<file path="src/rtl/fpu_addsub_seq.sv">
// fpu_addsub_seq: issues one FP16 add/sub at a time to an external Add_Sub unit,
// waits LATENCY cycles, then holds the tagged result until the consumer takes it.
module fpu_addsub_seq #(
  parameter int LATENCY = 1,
  parameter int TAG_W = 4
) (
  input  logic             clk_i,
  input  logic             rst_i,
  input  logic             in_valid_i,
  output logic             in_ready_o,
  input  logic             in_op_i,
  input  logic [15:0]      in_a_i,
  input  logic [15:0]      in_b_i,
  input  logic [TAG_W-1:0] in_tag_i,
  output logic             add_op_o,
  output logic [15:0]      add_a_o,
  output logic [15:0]      add_b_o,
  input  logic [15:0]      add_c_i,
  output logic             out_valid_o,
  input  logic             out_ready_i,
  output logic [15:0]      out_c_o,
  output logic [TAG_W-1:0] out_tag_o,
  output logic             busy_o,
  output logic [15:0]      ops_cnt_o
);
  typedef enum logic [1:0] {IDLE, EXEC, RESP} state_t;
  localparam logic [2:0] CNT_INIT = 3'(LATENCY - 1);
  state_t state_q, state_d;
  logic [2:0] cnt_q, cnt_d;
  logic op_q, op_d;
  logic [15:0] a_q, a_d, b_q, b_d, c_q, c_d, ops_cnt_q, ops_cnt_d;
  logic [TAG_W-1:0] tag_q, tag_d;
  logic accept, resp_hs, done;
  always_comb begin
    resp_hs = state_q == RESP && out_ready_i;
    in_ready_o = !rst_i && (state_q == IDLE || resp_hs);
    accept = in_valid_i && in_ready_o;
    done = state_q == EXEC && cnt_q == 3'd0;
    state_d = accept ? EXEC : resp_hs ? IDLE : done ? RESP : state_q;
    cnt_d = accept ? CNT_INIT : (state_q == EXEC && !done) ? cnt_q - 3'd1 : cnt_q;
    op_d = accept ? in_op_i : op_q;
    a_d = accept ? in_a_i : a_q;
    b_d = accept ? in_b_i : b_q;
    tag_d = accept ? in_tag_i : tag_q;
    c_d = done ? add_c_i : c_q;
    ops_cnt_d = ops_cnt_q + 16'(resp_hs);
  end
  always_ff @(posedge clk_i) begin
    if (rst_i) begin
      state_q <= IDLE;
      cnt_q <= '0;
      op_q <= 1'b0;
      a_q <= '0;
      b_q <= '0;
      tag_q <= '0;
      c_q <= '0;
      ops_cnt_q <= '0;
    end else begin
      state_q <= state_d;
      cnt_q <= cnt_d;
      op_q <= op_d;
      a_q <= a_d;
      b_q <= b_d;
      tag_q <= tag_d;
      c_q <= c_d;
      ops_cnt_q <= ops_cnt_d;
    end
  end
  assign add_op_o = op_q;
  assign add_a_o = a_q;
  assign add_b_o = b_q;
  assign out_valid_o = state_q == RESP;
  assign out_c_o = c_q;
  assign out_tag_o = tag_q;
  assign busy_o = state_q != IDLE;
  assign ops_cnt_o = ops_cnt_q;
endmodule

</file>
<file path="config.mk">
export PLATFORM = sky130hd
export DESIGN_NAME = fpu_addsub_seq
export DESIGN_NICKNAME = d
export VERILOG_FILES = /design/src/rtl/fpu_addsub_seq.sv
export SDC_FILE = /design/constraint.sdc
export NUM_CORES = 1
export LEC_CHECK = 0
export ABC_AREA = 1
export BUFFER_PORTS_ARGS = -buffer_cell sky130_fd_sc_hd__buf_2
export CORE_MARGIN = 1.5
export CORE_UTILIZATION = 49
export CTS_BUF_LIST = sky130_fd_sc_hd__clkbuf_4
export CTS_CLUSTER_DIAMETER = 100
export DETAILED_ROUTE_END_ITERATION = 8
export GPL_TIMING_DRIVEN = 0
export HOLD_SLACK_MARGIN = 0.02
export PLACE_DENSITY_LB_ADDON = 0.2
export SYNTH_ARGS = -nofsm -noshare
export SYNTH_HDL_FRONTEND = slang
export SYNTH_SLANG_ARGS = --single-unit
</file>
<file path="constraint.sdc">
create_clock -name clk_i -period 2.2 [get_ports clk_i]
set_input_delay 0 -clock clk_i [delete_from_list [all_inputs] [get_ports clk_i]]
set_output_delay 0 -clock clk_i [all_outputs]
set_load 0.01 [all_outputs]
</file>
# Yosys cells after proc, flatten, opt, wreduce, memory -nomap -nowiden
# Cells that the tools add are included.
[op_classes]
add_sub_neg = 2
eq_ne = 2
mux = 3
reduce_logical = 14
[op_table]
columns = ["cell", "count"]
rows = [
  ["adder 16 x 1 -> 16 bit", 1],
  ["logical AND 1 bit", 5],
  ["zero test 3 bit", 1],
  ["two-way mux 1 bit", 3],
  ["nonzero test 3 bit", 1],
  ["OR reduction 3 bit", 1],
  ["subtractor 3 x 1 -> 3 bit, second input constant", 1],
  ["== test 2 x 1 -> 1 bit, second input constant", 1],
  ["== test 2 bit, second input constant", 1],
  ["zero test 1 bit", 2],
  ["zero test 2 bit", 1],
  ["nonzero test 2 bit", 1],
  ["OR reduction 2 bit", 1],
  ["logical OR 1 bit", 1],
]
[totals]
reg_bits = 74
input_bits = 57
out_inout_bits = 72
wordCells = 30

# Depth between registers and ports, before layout
[depth]
depth_word = 6
ltp_mapped = 11
ltp_nobuf = 11

# Worst setup path after synthesis
# OpenSTA, ideal clock, no wires.
[synth_timing]
kind = "reg2reg"
from = "register state_q[1]"
to = "register ops_cnt_q[10], in the netlist ops_cnt_o[10]"
arrival_ns = 1.579
required_time_ns = 2.130
slack_ns = 0.551
path_stages_with_launch = 10
path_buffers = 0
synth_period_minus_slack_ns = 1.649
path_cell_list = "dfxtp_1 > nand3_2 > nor2_1 > ha_1 > nand2_1 > nor2_1 > nand2_1 > nor3_1 > nand3_1 > a21oi_1"
[synth_between]
elab_chain_len = 3
[synth_lines]
columns = ["element", "line_no", "source"]
rows = [
  ["from (decl)", "28", "state_t state_q, state_d;"],
  ["from (signal assigned)", "59", "state_q <= state_d;"],
  ["== test 2 bit", "35", "resp_hs = state_q == RESP && out_ready_i;"],
  ["logical AND 1 bit", "35", ""],
  ["adder 16 x 1 -> 16 bit", "46", "ops_cnt_d = ops_cnt_q + 16'(resp_hs);"],
  ["to (signal assigned)", "66", "ops_cnt_q <= ops_cnt_d;"],
  ["to (decl)", "31", "logic [15:0] a_q, a_d, b_q, b_d, c_q, c_d, ops_cnt_q, ops_cnt_d;"],
]
# Every way passes these cells.
# A chain may end at the register's enable or synchronous reset.

# Worst setup path in the final report
[layout_timing]
from = "register state_q[1]"
to = "register ops_cnt_q[14], in the netlist ops_cnt_o[14]"
# The elaborated chain is that of the path after synthesis.

==> qor.yml <==
drt:
  vias_per_cell: 5.00
  first_pass_iters: 4
  ant_nets: 0
  detail_route.wl_per_cell_um: 12.6
  drc: 0
  drt_wl_total_um: 8390
  num_vias: 3320
  drtIter0Drc: 110
logic_synthesis:
  synth_nets: 454
  ys_seq_area_share_pct: 50.7
  synth_edf_count: 0
  ys_types: 20
  synthTopCellsByArea: "dfxtp_1 51%, nand3_1 14%, nand2_1 10%"
  ys_seq_elements: 74
  synth_common_cells: "82 x nand3_1, 80 x nand2_1, 74 x dfxtp_1"
  yosysWarnings: 0
  syn_area_per_cell_sq_um: 7.43
  ys.flop_type: "dfxtp_1"
  synth.most_common_cell: "nand3_1"
  yosysTopAreaCellShare_pct: 50.7
  ys_async_sr_fraction_pct: 0
  synth_top_area_cell: "dfxtp_1"
  synth_cells: 393
  syn_area_sq_mm: 0.00292
sta:
  slew_headroom_pct: 66.1
  hold_slack_ns: 0.0371
  hold_viol_final: 0
  worst_pin_slew_ns: 0.504
  rsz0062_at_grt: "false"
  period_share_pct: 87.4
  setup_tns_ns: 0
  fin_crit_ns: 1.92
  clock_skew_ns: 0.00933
  max_freq_mhz: 520
  drv_slew: 0
  setup_viol: 0
  layout_setup_ws_ns: 0.277
placed_design:
  io_buffer_count: 128
  hpwl_um: 5200
  place_area_sq_mm: 0.00365
  dp_slack_ns: 0.278
  gp_congestion: 0.831
setup_path:
  crit_type: "flip-flop to flip-flop"
  end_kind: "flip-flop"
  critPathLaunchType: "flip-flop"
  slowest_delay_ns: 0.41
  crit_fanout: 5
  cp.arrival_ns: 2.24
  cp_num_buf_inv: 0
  crit_chain: "nand3_2 -> nor2_1 -> ha_1 -> nand2_1 -> nor2_1 -> nand2_1 -> nor2_1 -> nand3_1 -> nand2_1 -> a21oi_1"
  cpLargestDelayFamily: "simple AND/OR/NAND/NOR gates"
  cp_slowest_cell: "dfxtp_1"
  cp_data_required_time_ns: 2.51
run:
  max_cap_violations: 0
layout:
  antenna_cells: 0
  fin_area_sq_mm: 0.00432
  area_delta_synth_final_pct: 47.9
  fillCellCount: 419
  nets: 648
  drive_gt1_share_pct: 26.7
  final_util_pct: 76.6
global_routing:
  grt_pass1_vias: 3088
  track_usage_pct: 27.0
  grt_pass1_wl_um: 13500
  antenna_found_initial: 0
  grt-ovfl-total: 0
  grt_max_degree: 14
floorplanning:
  placementRows: 27
  initial_core_util_pct: 51.8
  dieArea_sq_mm: 0.00643
  core_sq_mm: 0.00564
  die_height_um: 80.2
  die_w_um: 80.2
  io_pins: 129
pwr:
  cellLeakagePower_uw: 0.00213
  max-vdd-ir-drop_v: 0.000482
  powerDensity_mw_per_mm2: 749
cts:
  cts.clk_slew.worst_paths_ns: 0.12
  cts_root_buf: "clkbuf_4"
  cts_buffers: 9
  clock_path_buffers: 2
  cts_max_level: 3
  cts_tree: "yes"
  post_cts_buffers: 0
  clk_latency_ns: 0.42
  cts.sinks: 74
hold_path:
  holdCritPathClass: "primary input to flip-flop"
run_status:
  status: "completed"
flip-flops by register name (all words and copies together) (netlist names):
| name | cells |
|---|---|
| add_a_o | 16 |
| add_b_o | 16 |
| add_op_o | 1 |
| cnt_q | 3 |
| ops_cnt_o | 16 |
| out_c_o | 16 |
| out_tag_o | 4 |
| state_q | 2 |
power breakdown:
group	internal [uW]	total, uW	switching (uW)	leakage, uW
combinational	386	904	518	0.00148
clock	225	716	491	0.0000492
sequential	1530	1620	91.5	0.000606
cell usage in the layout (no fill, tap or decap):
master / netlist / layout
a21oi_1: 11 / 11
a21oi_2: 1 / 1
buf_2: 5 / 133
buf_4: 4 / 4
clkbuf_1: 12 / 12
clkbuf_4: 0 / 9
clkinv_1: 2 / 4
clkinv_4: 0 / 1
clkinvlp_4: 0 / 4
dfxtp_1: 74 / 74
dlygate4sd3_1: 0 / 55
ha_1: 4 / 4
inv_1: 25 / 25
inv_2: 1 / 1
nand2_1: 80 / 80
nand3_1: 82 / 82
nand3_2: 2 / 2
nand4_1: 4 / 4
nor2_1: 57 / 57
nor2_2: 1 / 1
nor3_1: 5 / 4
nor3_2: 0 / 1
o21ai_0: 21 / 21
o31ai_1: 1 / 1
or2_2: 1 / 1
metrics by stage:
| step | instances | power [uW] |
|---|---|---|
| after floorplan | 393 | 2130 |
| after global placement | 593 | 2430 |
| after detailed placement | 593 | 2460 |
| after CTS | 664 | 3240 |
| after global routing | 664 | 3440 |
| final | 664 | 3240 |
routing by layer:
| layer | part of all wire, % | global-route usage [%] | wire, um | vias to the layer above |
|---|---|---|---|---|
| met3 | 6.4 | 7.84 | 537 | 21 |
| met5 | 0 | 0 | 0 | - |
| met1 | 42 | 30.3 | 3530 | 1506 |
| met2 | 49 | 46.6 | 4110 | 119 |
| li1 | - | - | - | 1674 |
| met4 | 2.6 | 12.9 | 216 | 0 |
logic make-up after synthesis:
logic type | after synthesis | synth area share (%)
AND/OR/NAND/NOR | 232 | 34.5
adder cells (fa/ha/maj) | 4 | 1.71
AO/OA/AOI/OAI | 34 | 6.04
flip-flops | 74 | 50.7
buffers and inverters | 49 | 7.03
tightest hold or removal path: cells and delay by family:
family / cells / cell delay, ns
AO/OA/AOI/OAI: 1 / 0.08
buffers and inverters: 2 / 0.28
AND/OR/NAND/NOR: 1 / 0.07
area by class of cell:
type                    instances  area [sq um]  area share (%)
multi-input cells             270          1240            28.7
repair buffers                183          1190            27.6
flip-flops and latches         74          1480            34.3
plain buffers                  21           100            2.32
clock inverters                 7          46.3            1.07
well taps                      72          90.1            2.09
clock buffers                   9          67.6            1.56
inverters                      28           105            2.43
worst paths after layout:
| check | start | endpoint | slack (ns) | cells after the start |
|---|---|---|---|---|
| min reg2reg | out_tag_o[1] | out_tag_o[1] | 0.47 | 2 |
| min | in_valid_i | state_q[0] | 0.04 | 4 |
| max reg2reg | state_q[1] | ops_cnt_o[14] | 0.28 | 10 |
| max | state_q[1] | ops_cnt_o[14] | 0.28 | 10 |
timing repair:
action,in CTS,in global routing
hold endpoints to repair,62,0
setup endpoints to repair,0,2
gates resized for setup,0,1
hold buffers,55,0
Note: power is estimated with default switching activity, not from simulation.
